**config.mk**
```make
export PLATFORM = sky130hd
export DESIGN_NAME = pmp_csr_decoder
export DESIGN_NICKNAME = d
export VERILOG_FILES = /design/src/rtl/river_cfg_pkg.sv /design/src/rtl/pmp_pkg.sv /design/src/rtl/pmp_region_calc.sv /design/src/rtl/pmp_csr_decoder.sv
export SDC_FILE = /design/constraint.sdc
export NUM_CORES = 1
export LEC_CHECK = 0
export ABC_AREA = 1
export ABC_CLOCK_PERIOD_IN_PS = 3400
export BUFFER_PORTS_ARGS = -buffer_cell sky130_fd_sc_hd__buf_2
export CORE_ASPECT_RATIO = 1.1
export CORE_MARGIN = 10
export CORE_UTILIZATION = 40
export DETAILED_ROUTE_END_ITERATION = 7
export PLACE_DENSITY = 0.56
export REMOVE_ABC_BUFFERS = 1
export SLEW_MARGIN = 20
export SYNTH_ARGS = -nofsm -noshare
export SYNTH_HDL_FRONTEND = slang
export SYNTH_SLANG_ARGS = --single-unit
```
**constraint.sdc**
```tcl
create_clock -name i_clk -period 3.4 [get_ports i_clk]
set_clock_uncertainty 0.15 [all_clocks]
set_input_delay 0.17 -clock i_clk [delete_from_list [all_inputs] [get_ports i_clk]]
set_output_delay 0.17 -clock i_clk [all_outputs]
set_load 0.02 [all_outputs]
```
**src/rtl/river_cfg_pkg.sv**
```systemverilog
// Core-wide configuration: architecture width, PMP table geometry, flag bit positions.
package river_cfg_pkg;

  localparam int RISCV_ARCH       = 32;
  localparam int CFG_PMP_TBL_SIZE = 8;

  localparam int CFG_PMP_FL_R     = 0;
  localparam int CFG_PMP_FL_W     = 1;
  localparam int CFG_PMP_FL_X     = 2;
  localparam int CFG_PMP_FL_L     = 3;
  localparam int CFG_PMP_FL_V     = 4;
  localparam int CFG_PMP_FL_TOTAL = 5;

  typedef struct packed {
    logic [RISCV_ARCH-1:0]       start_addr;
    logic [RISCV_ARCH-1:0]       end_addr;
    logic [CFG_PMP_FL_TOTAL-1:0] flags;
  } PmpTableItemType;

endpackage

```
**src/rtl/pmp_pkg.sv**
```systemverilog
// PMP CSR encodings, pmpcfg field positions and the raw CSR shadow layout.
package pmp_pkg;
  import river_cfg_pkg::*;

  localparam int PMP_IW = $clog2(CFG_PMP_TBL_SIZE);

  localparam logic [1:0] PMP_A_OFF   = 2'd0;
  localparam logic [1:0] PMP_A_TOR   = 2'd1;
  localparam logic [1:0] PMP_A_NA4   = 2'd2;
  localparam logic [1:0] PMP_A_NAPOT = 2'd3;

  localparam int PMP_CFG_R    = 0;
  localparam int PMP_CFG_W    = 1;
  localparam int PMP_CFG_X    = 2;
  localparam int PMP_CFG_A_LO = 3;
  localparam int PMP_CFG_A_HI = 4;
  localparam int PMP_CFG_L    = 7;

  typedef struct packed {
    logic [CFG_PMP_TBL_SIZE-1:0][7:0]            cfg;
    logic [CFG_PMP_TBL_SIZE-1:0][RISCV_ARCH-1:0] addr;
  } PmpCsrShadowType;

  function automatic logic [1:0] pmp_cfg_a(input logic [7:0] cfg);
    return cfg[PMP_CFG_A_HI:PMP_CFG_A_LO];
  endfunction

endpackage

```
**src/rtl/pmp_region_calc.sv**
```systemverilog
// Combinational decode of one pmpcfg/pmpaddr pair into byte start, inclusive end and flags.
module pmp_region_calc
  import river_cfg_pkg::*;
  import pmp_pkg::*;
(
  input  logic [7:0]                  i_cfg,
  input  logic [RISCV_ARCH-1:0]       i_addr,
  input  logic [RISCV_ARCH-1:0]       i_prev_addr,
  input  logic                        i_idx_is_zero,
  output logic [RISCV_ARCH-1:0]       o_start,
  output logic [RISCV_ARCH-1:0]       o_end,
  output logic [CFG_PMP_FL_TOTAL-1:0] o_flags
);

  logic [RISCV_ARCH-1:0] w_p;
  logic [RISCV_ARCH-1:0] w_prev_p;
  logic [RISCV_ARCH-1:0] w_mask;
  logic [RISCV_ARCH-1:0] w_base;
  logic [RISCV_ARCH-1:0] w_napot_start;
  logic [RISCV_ARCH-1:0] w_tor_start;
  logic                  w_valid;
  logic                  w_unused_cfg;

  assign w_p      = {i_addr[RISCV_ARCH-3:0], 2'b00};
  assign w_prev_p = {i_prev_addr[RISCV_ARCH-3:0], 2'b00};

  // Mask covers the trailing ones of pmpaddr plus the first zero above them.
  assign w_mask        = i_addr ^ (i_addr + RISCV_ARCH'(1));
  assign w_base        = i_addr & ~w_mask;
  assign w_napot_start = {w_base[RISCV_ARCH-3:0], 2'b00};
  assign w_tor_start   = i_idx_is_zero ? '0 : w_prev_p;

  assign w_unused_cfg = ^i_cfg[6:5];

  always_comb begin
    o_start = '0;
    o_end   = '0;
    w_valid = 1'b0;
    case (pmp_cfg_a(i_cfg))
      PMP_A_TOR: begin
        o_start = w_tor_start;
        o_end   = w_p - RISCV_ARCH'(1);
        w_valid = (w_p > w_tor_start);
      end
      PMP_A_NA4: begin
        o_start = w_p;
        o_end   = w_p + RISCV_ARCH'(3);
        w_valid = 1'b1;
      end
      PMP_A_NAPOT: begin
        o_start = w_napot_start;
        o_end   = w_napot_start | {w_mask[RISCV_ARCH-3:0], 2'b11};
        w_valid = 1'b1;
      end
      default: begin
        o_start = '0;
        o_end   = '0;
        w_valid = 1'b0;
      end
    endcase
  end

  always_comb begin
    o_flags               = '0;
    o_flags[CFG_PMP_FL_R] = i_cfg[PMP_CFG_R];
    o_flags[CFG_PMP_FL_W] = i_cfg[PMP_CFG_W];
    o_flags[CFG_PMP_FL_X] = i_cfg[PMP_CFG_X];
    o_flags[CFG_PMP_FL_L] = i_cfg[PMP_CFG_L];
    o_flags[CFG_PMP_FL_V] = w_valid;
  end

endmodule

```
**src/rtl/pmp_csr_decoder.sv**
```systemverilog
// Shadows pmpcfg/pmpaddr per entry, applies lock rules and emits registered PMP table writes
// (entry, then the following TOR entry when it depends on this entry's address).
module pmp_csr_decoder
  import river_cfg_pkg::*;
  import pmp_pkg::*;
(
  input  logic                        i_clk,
  input  logic                        i_nrst,
  input  logic                        i_req_valid,
  output logic                        o_req_ready,
  input  logic [PMP_IW-1:0]           i_req_idx,
  input  logic [7:0]                  i_req_cfg,
  input  logic [RISCV_ARCH-1:0]       i_req_addr,
  input  logic [PMP_IW-1:0]           i_rd_idx,
  output logic [7:0]                  o_rd_cfg,
  output logic [RISCV_ARCH-1:0]       o_rd_addr,
  output logic                        o_we,
  output logic [PMP_IW-1:0]           o_widx,
  output logic [RISCV_ARCH-1:0]       o_wstart,
  output logic [RISCV_ARCH-1:0]       o_wend,
  output logic [CFG_PMP_FL_TOTAL-1:0] o_wflags
);

  typedef enum logic [1:0] {
    IDLE    = 2'd0,
    WR_CUR  = 2'd1,
    WR_NEXT = 2'd2
  } state_t;

  localparam logic [PMP_IW-1:0] LAST_IDX = PMP_IW'(CFG_PMP_TBL_SIZE - 1);

  state_t                      r_state;
  state_t                      w_state_next;
  logic [PMP_IW-1:0]           r_idx;
  PmpCsrShadowType             r_shadow;
  logic                        r_we;
  logic [PMP_IW-1:0]           r_widx;
  PmpTableItemType             r_item;

  logic                        w_accept;
  logic [PMP_IW-1:0]           w_req_nidx;
  logic [PMP_IW-1:0]           w_req_pidx;
  logic                        w_cur_locked;
  logic                        w_next_tor_locked;
  logic [7:0]                  w_cfg_eff;
  logic [RISCV_ARCH-1:0]       w_addr_eff;
  logic [PMP_IW-1:0]           w_cur_nidx;
  logic                        w_chain;

  logic [7:0]                  w_calc_cfg;
  logic [RISCV_ARCH-1:0]       w_calc_addr;
  logic [RISCV_ARCH-1:0]       w_calc_prev;
  logic                        w_calc_first;
  logic [RISCV_ARCH-1:0]       w_calc_start;
  logic [RISCV_ARCH-1:0]       w_calc_end;
  logic [CFG_PMP_FL_TOTAL-1:0] w_calc_flags;
  PmpTableItemType             w_calc_item;

  assign o_req_ready = (r_state == IDLE);
  assign w_accept    = i_req_valid && (r_state == IDLE);

  assign w_req_nidx = i_req_idx + PMP_IW'(1);
  assign w_req_pidx = i_req_idx - PMP_IW'(1);

  // A locked TOR successor freezes this entry's address, since it forms its lower bound.
  assign w_cur_locked      = r_shadow.cfg[i_req_idx][PMP_CFG_L];
  assign w_next_tor_locked = (i_req_idx < LAST_IDX)
                          && (pmp_cfg_a(r_shadow.cfg[w_req_nidx]) == PMP_A_TOR)
                          && r_shadow.cfg[w_req_nidx][PMP_CFG_L];

  assign w_cfg_eff  = w_cur_locked ? r_shadow.cfg[i_req_idx] : i_req_cfg;
  assign w_addr_eff = (w_cur_locked || w_next_tor_locked) ? r_shadow.addr[i_req_idx] : i_req_addr;

  assign w_cur_nidx = r_idx + PMP_IW'(1);
  assign w_chain    = (r_idx < LAST_IDX) && (pmp_cfg_a(r_shadow.cfg[w_cur_nidx]) == PMP_A_TOR);

  // The current entry is decoded at accept from the post-update values so its strobe lands
  // one cycle later; the TOR successor is decoded in WR_CUR from the already-updated shadow.
  always_comb begin
    w_calc_cfg   = w_cfg_eff;
    w_calc_addr  = w_addr_eff;
    w_calc_prev  = r_shadow.addr[w_req_pidx];
    w_calc_first = (i_req_idx == '0);
    if (r_state != IDLE) begin
      w_calc_cfg   = r_shadow.cfg[w_cur_nidx];
      w_calc_addr  = r_shadow.addr[w_cur_nidx];
      w_calc_prev  = r_shadow.addr[r_idx];
      w_calc_first = 1'b0;
    end
  end

  pmp_region_calc u_calc (
    .i_cfg         (w_calc_cfg),
    .i_addr        (w_calc_addr),
    .i_prev_addr   (w_calc_prev),
    .i_idx_is_zero (w_calc_first),
    .o_start       (w_calc_start),
    .o_end         (w_calc_end),
    .o_flags       (w_calc_flags)
  );

  assign w_calc_item = {w_calc_start, w_calc_end, w_calc_flags};

  always_comb begin
    w_state_next = r_state;
    case (r_state)
      IDLE:    if (w_accept) w_state_next = WR_CUR;
      WR_CUR:  w_state_next = w_chain ? WR_NEXT : IDLE;
      WR_NEXT: w_state_next = IDLE;
      default: w_state_next = IDLE;
    endcase
  end

  always_ff @(posedge i_clk or negedge i_nrst) begin
    if (!i_nrst) begin
      r_state <= IDLE;
    end else begin
      r_state <= w_state_next;
    end
  end

  always_ff @(posedge i_clk or negedge i_nrst) begin
    if (!i_nrst) begin
      r_idx    <= '0;
      r_shadow <= '0;
      r_we     <= 1'b0;
      r_widx   <= '0;
      r_item   <= '0;
    end else begin
      r_we <= 1'b0;
      if (w_accept) begin
        r_idx                    <= i_req_idx;
        r_shadow.cfg[i_req_idx]  <= w_cfg_eff;
        r_shadow.addr[i_req_idx] <= w_addr_eff;
        r_we                     <= 1'b1;
        r_widx                   <= i_req_idx;
        r_item                   <= w_calc_item;
      end else if ((r_state == WR_CUR) && w_chain) begin
        r_we   <= 1'b1;
        r_widx <= w_cur_nidx;
        r_item <= w_calc_item;
      end
    end
  end

  assign o_rd_cfg  = r_shadow.cfg[i_rd_idx];
  assign o_rd_addr = r_shadow.addr[i_rd_idx];

  assign o_we     = r_we;
  assign o_widx   = r_widx;
  assign o_wstart = r_item.start_addr;
  assign o_wend   = r_item.end_addr;
  assign o_wflags = r_item.flags;

endmodule
```
Word-level counts from Yosys, hierarchy flattened. Index checks and enable logic that the tools add are counted.

Flip-flop bits (word level): 398. Bits in writable memories: 0. Latch bits: 0. Word-level logic and storage cells: 105. Bits in read-only memories: 0. Memories: 0. Output and inout bits: 114.

Muxes and demuxes: 43. Equality and inequality tests: 7. Shift operators: 0. Magnitude comparators: 10. $mul: 0. Divide/modulo/power cells: 0. Add/subtract/negate cells: 6. Bitwise logic cells: 4. Reduce and logical (&&, ||, !) cells: 12.

Operator list (count): $bmux W32 S3 (5); $bwmux W256 (1); $pmux W32 S3 (2); $mux W32 (5); $mux W30 (5); $mux W69 (2); $bmux W8 S3 (4); $demux W32 S3 (1); $bwmux W64 (1); $mux W8 (7); $add A32 B2 Y32 const B (1); $gt A32 B32 Y1 (1); $or A32 B32 Y32 (1); $sub A32 B1 Y32 const B (1); $add A30 B1 Y30 const B (1); $and A30 B30 Y30 (1); $not A30 Y30 (1); $xor A30 B30 Y30 (1); $demux W8 S3 (1); $lt A3 B4 Y1 const B (6); $eq A2 B1 Y1 const B (4); $add A3 B1 Y3 const B (2); $logic_and A1 B1 Y1 (6); $lt A3 B3 Y1 const B (2); 14 further kinds (20).

Longest topological paths before layout.
Depth in word-level cells: 17. Depth in mapped cells: 32. Gate-level depth less buffers: 23.

Hierarchy. Synthesis repeated with hierarchy kept, for this count alone.

Cells, all modules: 5087. Area total of the unflattened synthesis: 31771.7 sq um.

By module, submodules not included: pmp_csr_decoder (area each 28492.3 sq um, times used 1, cells an instance 4445, seq. area each 9959.6 sq um); pmp_region_calc (area each 3279.4 sq um, times used 1, cells an instance 642, seq. area each 0.0 sq um).

Least setup slack after synthesis. No wires, ideal clock.

Path kind: input-to-reg. Start: input port i_req_idx[0]. End: register r_item, in the netlist o_wflags[4]. Data required time: 3.127 ns. Path slack: -1.066 ns. Setup time: 0.123 ns. Cell stages on the path: 29. Data arrival time: 4.193 ns. Cell sequence: buf_6 inv_4 buf_4 buf_2 buf_2 buf_2 buf_2 buf_2 ha_1 clkbuf_1 inv_2 nand3_1 nand3_1 nand2_1 nand2_2 nand2_4 buf_6 buf_6 nand2_1 nand3_2 nand2_4 inv_2 ha_1 nand2_1 or4_1 nor4_1 a32oi_1 o21ai_0 nand2_1.

Longest elaborated chain between the ends: 13. Elaborated cells between the ends (all ways): 31.

Ends and longest elaborated chain: from (decl) (RTL line pmp_csr_decoder.sv:11) `input logic [PMP_IW-1:0] i_req_idx,`; $add A3 B1 Y3 (RTL line pmp_csr_decoder.sv:62) `assign w_req_nidx = i_req_idx + PMP_IW'(1);`; $bmux W8 S3 (RTL line pmp_csr_decoder.sv:68, pmp_csr_decoder.sv:69); $mux W8 (not written as such) (RTL line pmp_csr_decoder.sv:69) `&& r_shadow.cfg[w_req_nidx][PMP_CFG_L];`; $eq A2 B1 Y1 (RTL line pmp_csr_decoder.sv:68) `&& (pmp_cfg_a(r_shadow.cfg[w_req_nidx]) == PMP_A_TOR)`; $logic_and A1 B1 Y1 (RTL line pmp_csr_decoder.sv:68); $logic_and A1 B1 Y1 (RTL line pmp_csr_decoder.sv:69); $logic_or A1 B1 Y1 (RTL line pmp_csr_decoder.sv:72) `assign w_addr_eff = (w_cur_locked || w_next_tor_locked) ? r_shadow.addr[i_req_idx] : i_req_addr;`; $mux W32 (RTL line pmp_csr_decoder.sv:72); $mux W30 (RTL line pmp_csr_decoder.sv:84) `if (r_state != IDLE) begin`; $gt A32 B32 Y1 (RTL line pmp_region_calc.sv:43) `w_valid = (w_p > w_tor_start);`; $pmux W1 S2 * (RTL line pmp_region_calc.sv:39) `case (pmp_cfg_a(i_cfg))`; $mux W69 (RTL line pmp_csr_decoder.sv:138) `end else if ((r_state == WR_CUR) && w_chain) begin`; $mux W69 * (RTL line pmp_csr_decoder.sv:131) `if (w_accept) begin`; to (signal assigned) (RTL line pmp_csr_decoder.sv:137) `r_item <= w_calc_item;`; to (signal assigned) (RTL line pmp_csr_decoder.sv:141) `r_item <= w_calc_item;`; to (decl) (RTL line pmp_csr_decoder.sv:38) `PmpTableItemType r_item;`.

Every way passes the cells marked *; elsewhere a longest branch is shown, timed or not. The select of a mux whose other input is x is not followed. A chain may end at the register's enable or synchronous reset.

Worst setup path in the final report.
Start: register r_idx[0]. End: register r_item, in the netlist o_wflags[4].

Longest elaborated chain between the ends: 9. Elaborated cells between the ends (all ways): 24.

Ends and longest elaborated chain: from (decl) (RTL line pmp_csr_decoder.sv:34) `logic [PMP_IW-1:0] r_idx;`; from (signal assigned) (RTL line pmp_csr_decoder.sv:132) `r_idx <= i_req_idx;`; parallel branches: the longest is 9 deep, another holds $gt A32 B32 Y1.

Several ways; the timed one is not identified. The select of a mux whose other input is x is not followed.

==> results.ini <==
[critical_path]
crit_type = reg -> reg
worstPathRequired_ns = 3.74
endpoint_kind = flop
worstSetupStartpointType = flop
arrival_ns = 3.77
cp_max_fo = 8

[logic_synthesis]
dominantRegCellSynth = dfrtp_1
netlist_instances = 4782
synthesis.area_um2 = 30700
yosysSeqAreaShare_pct = 32.2
synth.top_cell.area_share_pct = 32.2
ys_ff_latch = 395
ys_warn_count = 0
syn_avg_cell_area_um2 = 6.43
yosysTopAreaCell = dfrtp_1
synth-edff-count = 0
async_flop_share_pct = 100
yosysUniqueCellTypes = 55
synth_area_leaders = dfrtp_1 32%, o21ai_0 17%, nand2_1 12%, a21oi_1 11%, nand3_1 5.3%

[timing]
maxSlewHeadroom_pct = 39.1
postLayoutSetupSlackWorst_ns = -0.0246
fmax_ghz = 0.292
hold_violations = 1
finalMaxSlewViolations = 0
setup_violations = 1
period_share_pct = 101
grt_setup_unrepaired = yes
worst_hold_slack_ns = -0.00614
worst_pin_slew_ns = 0.914
min_period_ns = 3.42

[global_route]
grt_pass1_vias = 34000
grt_overflow = 0
grt_max_degree = 101
grt_antenna_before_repair = 3
track_usage_pct = 32.3
grt_pass1_wl_um = 221000

[floorplanning]
coreArea_um2 = 76100
start_util_pct = 40.4
num_rows = 106
die-area_um2 = 88400
die_h_um = 311
ios = 163
die_x_um = 284

[placed_design]
io_buffer_count = 160
post-dp-hpwl_um = 105000
dpl-instance-area_um2 = 36000
gp_congestion = 0.998
dp_cells = 6111
pre_cts_slack_ns = -0.244

[outcome]
violations = hold timing, setup timing
status = finished, violations left

[final_layout]
final_core_util_pct = 51.1
fin_area_um2 = 38900
mostFrequentLayoutCells = 1034 x o21ai_0, 946 x nand2_1, 650 x a21oi_1
layout_commonest_cell = o21ai_0
fin_cells = 6246
final_nets = 5268
fill_cells = 7864
area_growth_pct = 26.6
layout-drive-gt1-share_pct = 20.3

[power_and_ir_drop]
p_leak_nw = 18.0
powerDensity_nw_per_um2 = 1190
ir_worst_vdd_mv = 0.595

[cts]
clockBufferDepth = 3
numCtsBuffers = 49
htree_levels = 2
cts_tree = yes
clk_latency_ns = 0.62
cts.sinks = 395
clkTransAtPathRegs_ns = 0.06
cts_root_buf = clkbuf_16

[routing]
wl_per_cell_um = 24.0
drt_iter0_drc = 5171
routed_wl_um = 150000
vias = 36900
drc = 0
ant_nets = 0
vias_per_cell = 5.91
drtPass1Iterations = 6

[run]
maxCapViolCount = 0

[hold_path]
min_path_type = in -> async

==> critical path, cell delays in order, from the launching register on <==
cell and delay (ns):
dfrtp_4 0.51, ha_4 0.19, xnor2_4 0.26, clkinv_4 0.18, buf_6 0.18, clkbuf_16 0.17, o211ai_1 0.09, nand2_1 0.11
nand2_1 0.09, nand2_2 0.08, inv_2 0.06, ha_1 0.24, a21oi_2 0.15, o21ai_0 0.11, a221oi_2 0.23, o21ai_0 0.10
a21oi_1 0.12, a32oi_1 0.06, o21ai_0 0.15, nand2_1 0.06
==> through the flow <==
stage	power [W]	setup TNS, ns
floorplan	0.0232	-1273.12
global placement	0.0377	-2.89
detailed placement	0.0378	-2.06
CTS	0.0438	-0.0159
global route	0.0492	-0.723
finish	0.0463	-0.0246
==> synthesized netlist by cell type (41+ instances only) <==
library cell	instances
o21ai_0	1057
nand2_1	987
a21oi_1	673
dfrtp_1	395
inv_1	341
nand3_1	325
clkbuf_1	230
nor2_1	182
buf_2	92
a31oi_1	48
a221oi_1	46
nand2_2	45
o21ai_1	41
==> layout make-up <==
type                            instances  area [um^2]  area share (%)
Timing Repair inverter                  1         16.3          0.0418
Clock buffer                           69         1410            3.63
Tap cell                             1026         1280            3.30
Antenna cell                            1         2.50         0.00643
Sequential cell                       395         9890            25.4
Inverter                              377         1480            3.81
Clock inverter                         19          218           0.559
Multi-Input combinational cell       3627        18400            47.2
Timing Repair Buffer                  731         6260            16.1
==> kinds of logic after synthesis <==
group,count (synthesis),share of synthesized area [%]
xor gates and xnor gates,4,0.114
other,1,0.0122
adders and majority gates,37,1.51
AOI/OAI and AO/OA,1936,33.0
and+or+nand+nor,1648,23.1
DFF,395,32.2
buffers and inverters,761,10.1
==> metal layers <==
layer	vias up	share of wire, %	track usage (%)
li1	17200	-	-
met1	17200	42	44.3
met2	2172	43	49.2
met3	398	11	5.98
met4	0	4.8	13.2
met5	-	0	0
==> sequential cells by signal, summed over array words and instances, names as in the netlist <==
| name | flops |
|---|---|
| o_wflags | 5 |
| o_we | 1 |
| r_shadow | 320 |
| o_wstart | 30 |
| r_state | 2 |
| r_idx | 3 |
| o_widx | 3 |
| o_wend | 31 |
==> where the power goes <==
group          total, W  switching, W  internal, W
sequential      0.00916       0.00226      0.00690
combinational    0.0317        0.0197       0.0119
clock           0.00543       0.00229      0.00313
==> worst paths after layout <==
check,startpoint,endpoint,slack (ns),cells past startpoint
worst max-delay path,r_idx[0],o_wflags[4],-0.02,19
worst max register to register,r_idx[0],o_wflags[4],-0.02,19
worst min register to register,o_wstart[20],o_wstart[20],0.31,2
worst min-delay path,i_nrst,r_shadow[69],-0.006,2
min in group i_clk,i_req_addr[14],r_shadow[238],0.02,6
max in group asynchronous,i_nrst,r_idx[2],2.12,3
==> repair_timing <==
action                     in CTS  in global routing
hold endpoints to repair      138                  0
pin swaps                       8                 57
hold buffers                   11                  0
resized for setup              38                187
buffers inserted                6                 23
setup endpoints to repair      35                 56
cloned                          1                  5
(Power assumes the default switching activity.)
